## config.mk

```make
export PLATFORM = sky130hd
export DESIGN_NAME = therm_count_monitor_flat
export DESIGN_NICKNAME = d
export VERILOG_FILES = /design/src/rtl/therm_count_monitor_if.sv /design/src/rtl/therm_count_monitor.sv /design/src/flat_wrapper.sv
export SDC_FILE = /design/constraint.sdc
export NUM_CORES = 1
export LEC_CHECK = 0
export BUFFER_PORTS_ARGS = -buffer_cell sky130_fd_sc_hd__buf_2
export CORE_MARGIN = 2
export CORE_UTILIZATION = 52
export DETAILED_ROUTE_END_ITERATION = 8
export PLACE_DENSITY = 0.76
export SYNTH_ARGS = -nofsm -noshare
export SYNTH_HDL_FRONTEND = slang
export SYNTH_SLANG_ARGS = --single-unit
```

## constraint.sdc

```tcl
create_clock -name clk -period 2.2 [get_ports clk]
set_input_delay 0.11 -clock clk [delete_from_list [all_inputs] [get_ports clk]]
set_output_delay 0.11 -clock clk [all_outputs]
set_load 0.01 [all_outputs]
```

## src/rtl/therm_count_monitor_if.sv

```systemverilog
// Bundle between the modulo counter's thermometric display bus and the monitor that checks it.
// Signal suffixes follow the monitor's view: _i is driven by the counter side, _o by the monitor.
interface therm_count_monitor_if #(
    parameter int N = 16
);
    localparam int W = $clog2(N);

    logic [N-1:0] tCount_i;
    logic         clrErr_i;
    logic [W-1:0] binCount_o;
    logic [1:0]   dir_o;
    logic         wrap_o;
    logic         turn_o;
    logic         err_o;
    logic         errFlag_o;
    logic [7:0]   errCnt_o;

    modport master (
        output tCount_i, clrErr_i,
        input  binCount_o, dir_o, wrap_o, turn_o, err_o, errFlag_o, errCnt_o
    );

    modport slave (
        input  tCount_i, clrErr_i,
        output binCount_o, dir_o, wrap_o, turn_o, err_o, errFlag_o, errCnt_o
    );
endinterface

```

## src/rtl/therm_count_monitor.sv

```systemverilog
// Samples a thermometric count once per divider tick, decodes it to binary, validates the code
// and classifies each step as hold/up/down/jump with wrap, turnaround and error reporting.
module therm_count_monitor #(
    parameter int N   = 16,
    parameter int DIV = 100000000
) (
    input  logic                  clk,
    input  logic                  rst_n,
    therm_count_monitor_if.slave  bus
);
    localparam int         W    = $clog2(N);
    localparam int         DIVW = 27;
    localparam logic [W-1:0] MAXV = W'(N - 1);

    typedef enum logic [1:0] {ST_SYNC, ST_HOLD, ST_UP, ST_DOWN} state_t;
    typedef enum logic [1:0] {STEP_HOLD, STEP_UP, STEP_DOWN, STEP_JUMP} step_t;

    state_t          state_q, state_d;
    logic [DIVW-1:0] divCnt_q, divCnt_d;
    logic [W-1:0]    binCount_q, binCount_d;
    logic [1:0]      dir_q, dir_d;
    logic            wrap_q, wrap_d;
    logic            turn_q, turn_d;
    logic            err_q, err_d;
    logic            errFlag_q, errFlag_d;
    logic [7:0]      errCnt_q, errCnt_d;

    logic            tick;
    logic            codeValid;
    logic [W-1:0]    codeVal;
    logic [N-1:0]    mask;
    step_t           step;
    logic            isWrap;

    assign tick     = (divCnt_q == DIVW'(DIV - 1));
    assign divCnt_d = tick ? '0 : divCnt_q + DIVW'(1);

    // Only the N contiguous-from-bit-0 patterns are legal; all-ones is deliberately excluded.
    always_comb begin
        codeValid = 1'b0;
        codeVal   = '0;
        mask      = '0;
        for (int k = 0; k < N; k++) begin
            if (bus.tCount_i == mask) begin
                codeValid = 1'b1;
                codeVal   = W'(k);
            end
            mask = {mask[N-2:0], 1'b1};
        end
    end

    always_comb begin
        step   = STEP_JUMP;
        isWrap = 1'b0;
        if (codeVal == binCount_q) begin
            step = STEP_HOLD;
        end else if (binCount_q == MAXV && codeVal == '0) begin
            step   = STEP_UP;
            isWrap = 1'b1;
        end else if (binCount_q == '0 && codeVal == MAXV) begin
            step   = STEP_DOWN;
            isWrap = 1'b1;
        end else if (codeVal == binCount_q + W'(1)) begin
            step = STEP_UP;
        end else if (codeVal == binCount_q - W'(1)) begin
            step = STEP_DOWN;
        end
    end

    // The error clear is applied before a same-cycle invalid sample so that sample still counts.
    always_comb begin
        state_d    = state_q;
        binCount_d = binCount_q;
        dir_d      = dir_q;
        wrap_d     = 1'b0;
        turn_d     = 1'b0;
        err_d      = 1'b0;
        errFlag_d  = errFlag_q;
        errCnt_d   = errCnt_q;

        if (bus.clrErr_i) begin
            errFlag_d = 1'b0;
            errCnt_d  = '0;
        end

        if (tick) begin
            if (!codeValid) begin
                err_d     = 1'b1;
                errFlag_d = 1'b1;
                if (errCnt_d != 8'hFF) begin
                    errCnt_d = errCnt_d + 8'd1;
                end
            end else if (state_q == ST_SYNC) begin
                binCount_d = codeVal;
                dir_d      = 2'd0;
                state_d    = ST_HOLD;
            end else begin
                binCount_d = codeVal;
                dir_d      = step;
                case (step)
                    STEP_UP: begin
                        state_d = ST_UP;
                        wrap_d  = isWrap;
                        turn_d  = (state_q == ST_DOWN);
                    end
                    STEP_DOWN: begin
                        state_d = ST_DOWN;
                        wrap_d  = isWrap;
                        turn_d  = (state_q == ST_UP);
                    end
                    STEP_JUMP: state_d = ST_HOLD;
                    default:   state_d = state_q;
                endcase
            end
        end
    end

    always_ff @(posedge clk or negedge rst_n) begin
        if (!rst_n) begin
            state_q    <= ST_SYNC;
            divCnt_q   <= '0;
            binCount_q <= '0;
            dir_q      <= '0;
            wrap_q     <= 1'b0;
            turn_q     <= 1'b0;
            err_q      <= 1'b0;
            errFlag_q  <= 1'b0;
            errCnt_q   <= '0;
        end else begin
            state_q    <= state_d;
            divCnt_q   <= divCnt_d;
            binCount_q <= binCount_d;
            dir_q      <= dir_d;
            wrap_q     <= wrap_d;
            turn_q     <= turn_d;
            err_q      <= err_d;
            errFlag_q  <= errFlag_d;
            errCnt_q   <= errCnt_d;
        end
    end

    assign bus.binCount_o = binCount_q;
    assign bus.dir_o      = dir_q;
    assign bus.wrap_o     = wrap_q;
    assign bus.turn_o     = turn_q;
    assign bus.err_o      = err_q;
    assign bus.errFlag_o  = errFlag_q;
    assign bus.errCnt_o   = errCnt_q;
endmodule

```

## src/flat_wrapper.sv

```systemverilog
// flat-port wrapper written by rule: the top's interface ports become plain ports
module therm_count_monitor_flat 
#(
    parameter int N   = 16,
    parameter int DIV = 100000000
)
  (clk, rst_n, bus_tCount_i, bus_clrErr_i, bus_binCount_o, bus_dir_o, bus_wrap_o, bus_turn_o, bus_err_o, bus_errFlag_o, bus_errCnt_o);
  therm_count_monitor_if #(.N(N)) bus_i ();
  input  logic clk;
  input  logic rst_n;
  input wire logic [$bits(bus_i.tCount_i)-1:0] bus_tCount_i;
  input wire logic [$bits(bus_i.clrErr_i)-1:0] bus_clrErr_i;
  output wire logic [$bits(bus_i.binCount_o)-1:0] bus_binCount_o;
  output wire logic [$bits(bus_i.dir_o)-1:0] bus_dir_o;
  output wire logic [$bits(bus_i.wrap_o)-1:0] bus_wrap_o;
  output wire logic [$bits(bus_i.turn_o)-1:0] bus_turn_o;
  output wire logic [$bits(bus_i.err_o)-1:0] bus_err_o;
  output wire logic [$bits(bus_i.errFlag_o)-1:0] bus_errFlag_o;
  output wire logic [$bits(bus_i.errCnt_o)-1:0] bus_errCnt_o;
  assign bus_i.tCount_i = bus_tCount_i;
  assign bus_i.clrErr_i = bus_clrErr_i;
  assign bus_binCount_o = bus_i.binCount_o;
  assign bus_dir_o = bus_i.dir_o;
  assign bus_wrap_o = bus_i.wrap_o;
  assign bus_turn_o = bus_i.turn_o;
  assign bus_err_o = bus_i.err_o;
  assign bus_errFlag_o = bus_i.errFlag_o;
  assign bus_errCnt_o = bus_i.errCnt_o;
  therm_count_monitor #(.N(N), .DIV(DIV)) u_core (.clk(clk), .rst_n(rst_n), .bus(bus_i));
endmodule
```

==> parameters.txt <==
Parameter                              Value

Logic synthesis
  EDFF count, synth ... 0
  Yosys warns ... 0
  Synth Register Bits ... 47
  Sequential area share after synthesis ... a little over two fifths
  Cell area after synthesis ... between 2000 and 3000 sq um
  Number of unique standard cell types used by synthesis ... 47
  Top post-synthesis cells by count ... 47 x dfrtp_1, 30 x nand2_1, 30 x nor2_1, 24 x nand3_1, 18 x xnor2_1
  Proportion of synthesized flip-flops having asynchronous set or reset ... 100.0%
  Most frequently used cell type in the post-synthesis netlist ... dfrtp_1
  Area contributors post-synth ... dfrtp_1 42%, xnor2_1 5.7%, xor2_1 5.0%
  Gate count of the mapped netlist ... 310
  Synthesized Nets ... around 340
  Mean area per synthesized cell ... about 9 sq um
  Most used DFF post-synth ... dfrtp_1
  Share of the synthesized area in the top cell type ... 42.17%
  Area leader, netlist ... dfrtp_1

Power and ir drop
  Share of power burned in combinational logic ... approximately 7.5%
  Sequential power share ... just under 50%
  Power per cell area ... 428.7 nW/um^2
  IR drop worst, VDD ... about 0.25 mV
  Cell internal power dissipation ... about 1.4 mW
  Switching component of the power ... ~0.38 mW
  Static Leak ... between 1.5 and 2 nW
  Total Power ... about 1.8 mW
  Clock power share ... roughly 43%
  Fraction of power spent switching nets ... about 22%

Timing
  Final critical-path setup slack ... -0.4305 ns
  Crit share post-route ... 119.6%
  Min cycle time layout ... approximately 2.6 ns
  Highest clock rate ... about 380 MHz
  Number of pins exceeding their max-slew limit in the final report ... 0
  Slew at the pin closest to its max-slew limit ... 0.4665 ns
  Final setup violation count ... 4
  Worst slew margin relative to its limit ... 68.66%
  Worst clock skew ... roughly 0.0075 ns
  Number of hold violations in the final report ... 0
  Unrepaired setup endpoints after global routing ... yes

Detailed routing
  Total Routed Length ... 8.061 mm
  Number of DRC violations after detailed-routing iteration 0 ... 195
  Routed len/inst ... roughly 16 um
  Remaining antenna violation count after routing ... 0
  Via-per-instance ratio ... around 5.7
  Vias after detailed routing ... ~2900
  Residual DRC count ... 0
  Number of iterations in the first detailed-routing pass ... 4

Place
  RD Place Congestion ... between 0.9 and 1
  Instance count after placement with tap cells included ... around 480
  Pre-CTS worst setup slack ... -0.6498 ns
  Count of input and output buffers ... 36
  Detail Placement HPWL ... 5.077 mm

CTS
  Cell at the root of the clock tree ... clkbuf_8
  Clock tree from TritonCTS ... yes
  Clock edge transition at the registers on the reported setup and hold paths ... about 0.09 ns
  Maximum buffer depth of the clock tree ... 2
  CTS H-tree depth ... 2
  Number of buffers added by the clock tree synthesis step ... 5
  Clock net sink count ... 47
  Source-to-sink clock delay at the later pin of the worst-skew pair ... 0.31 ns

Finish
  Layout net count ... ~460
  Area growth from synthesis to layout ... 46.48%
  Share of layout cells above drive strength 1 ... around two fifths
  Antenna Diode Count ... 0
  Final non-filler cell total ... approximately 500
  Final Util ... about four fifths

Critical path
  Worst path max stage delay ... approximately 0.42 ns
  Maximum fanout along the worst path ... 5
  Cells traversed along the worst timing path ... buf_2 -> nand4_1 -> buf_4 -> nor4_4 -> nand2_1 -> o211ai_1 -> xnor2_1 -> or3_1 -> o211ai_1 -> inv_1 -> ha_4 -> nand2b_4 -> nand3b_1 -> a21oi_2 -> a31oi_1
  Crit Path Class ... in -> reg
  Worst EP arrival ... between 2 and 3 ns
  Worst EP required ... 2.38 ns
  Cell with the most instances on the worst path ... o211ai_1
  Worst setup slack for register-to-register paths ... -0.31 ns
  Cell with the biggest individual delay on the critical path ... or3_1
  Endpoint kind of the worst setup timing path ... register
  Kind of launch point of the worst setup path ... primary input

Die
  Die extent in x ... ~77 um
  Die area ... approximately 6000 sq um
  Y dimension of the die ... roughly 77 um
  Row count ... 26
  Top-level port count ... 37
  Initial Utilization ... a little over half
  Core Footprint ... 5140 sq um

Job
  Max Cap Violations ... 0

Global route
  GRT Util Overall ... around a quarter
  First-pass GRT wire length ... 11.72 mm
  Number of global-route vias before repair ... 2678
  Antenna violations before repair ... 0
  Largest net degree at the start of global routing ... 22
  Total gr overflow ... 0

Min path
  Class of the tightest hold or removal check ... in -> reg

Outcome
  Result of the run ... finished with violations
  Violations in the final reports ... setup timing
-- registers in the layout (all words and copies together) (netlist names) --
name	flops
u_core.bus.errFlag_o	1
u_core.bus.err_o	1
u_core.bus.wrap_o	1
u_core.bus.dir_o	2
u_core.divCnt_q	27
u_core.bus.turn_o	1
u_core.state_q	2
u_core.bus.errCnt_o	8
u_core.bus.binCount_o	4
-- per-layer routing --
metal / part of all wire (%) / up-vias / track usage, % / wire length, um
met5: 0 / - / 0 / 0
met4: 3.2 / 0 / 7.321 / 257
met3: 4.6 / 23 / 4.471 / 374
met2: 53 / 106 / 42.78 / 4241
met1: 40 / 1408 / 29.33 / 3187
li1: - / 1348 / - / -
-- critical path: cells and delay by family --
family / cells / cell delay [ns]
xor gates and xnor gates: 1 / 0.19
adders and majority gates: 1 / 0.30
and+or+nand+nor: 6 / 1.21
AOI/OAI and AO/OA: 4 / 0.53
buffers and inverters: 3 / 0.48
-- through the flow --
step	instance area, sq um	hold WS, ns	setup TNS (ns)
5_1_grt	4085	0.1080	-1.856
4_1_cts	3761	0.08251	-0.7898
3_5_place_dp	3547	0.02778	-2.809
2_1_floorplan	2806	-0.1856	-1.304
3_3_place_gp	3547	0.02839	-2.372
6_report	4085	0.09916	-1.498
-- cell families (layout without fill, tap and decap cells) --
group | count (synthesis) | in the layout | synth area share [%]
simple gates | 156 | 156 | 29.79
flops | 47 | 47 | 42.17
compound gates | 46 | 46 | 10.41
xor+xnor | 34 | 34 | 10.68
buf+inv | 16 | 138 | 2.422
fa+ha+maj | 6 | 6 | 2.692
mux | 5 | 5 | 1.839
-- placed cells by master (no fill, tap or decap), types with 7 or more instances in the layout --
cell / synthesis / routed
buf_2: 0 / 34
buf_4: 0 / 78
dfrtp_1: 47 / 47
inv_1: 12 / 12
nand2_1: 30 / 30
nand3_1: 24 / 23
nand4_1: 9 / 9
nor2_1: 30 / 27
nor2b_1: 7 / 7
nor3_1: 11 / 7
o21ai_0: 16 / 15
xnor2_1: 18 / 17
xor2_1: 16 / 16
-- worst paths after layout --
path | from | end | cells after the start
max in group asynchronous | rst_n | u_core.divCnt_q[25]$_DFF_PN0_ | 3
min reg2reg | u_core.divCnt_q[4]$_DFF_PN0_ | u_core.divCnt_q[4]$_DFF_PN0_ | 1
max reg2reg | u_core.bus.binCount_o[0]$_DFFE_PN0P_ | u_core.state_q[0]$_DFFE_PN0P_ | 12
min | bus_clrErr_i | u_core.bus.errCnt_o[3]$_DFF_PN0_ | 2
max | bus_tCount_i[3] | u_core.state_q[0]$_DFFE_PN0P_ | 15
min in group asynchronous | rst_n | u_core.divCnt_q[21]$_DFF_PN0_ | 2
-- layout make-up --
class | count | area, sq um
clock buffers | 5 | 68.82
flip-flops and latches | 47 | 1176
multi-input cells | 247 | 1818
repair buffers | 118 | 822.0
clock inverters | 3 | 67.56
well taps | 70 | 87.58
inverters | 12 | 45.04
fillers | 329 | 1055
-- power by group through the flow --
| stage | logic (mW) | registers [mW] | clock network, mW |
|---|---|---|---|
| 4_1_cts | 0.106 | 0.863 | 0.764 |
| 6_report | 0.131 | 0.863 | 0.757 |
| 5_1_grt | 0.142 | 0.863 | 0.798 |
| 3_5_place_dp | 0.0994 | 0.880 | 0 |
| 2_1_floorplan | 0.0209 | 0.881 | 0 |
| 3_3_place_gp | 0.0963 | 0.880 | 0 |
-- repair_timing --
action	in CTS	in global routing
gates resized for setup	12	42
setup buffers	2	13
endpoints found under the hold margin	12	0
pin swaps	2	13
hold buffers	1	0
endpoints found under the setup margin	9	13
No activity file was read; power rests on OpenSTA's default activity.
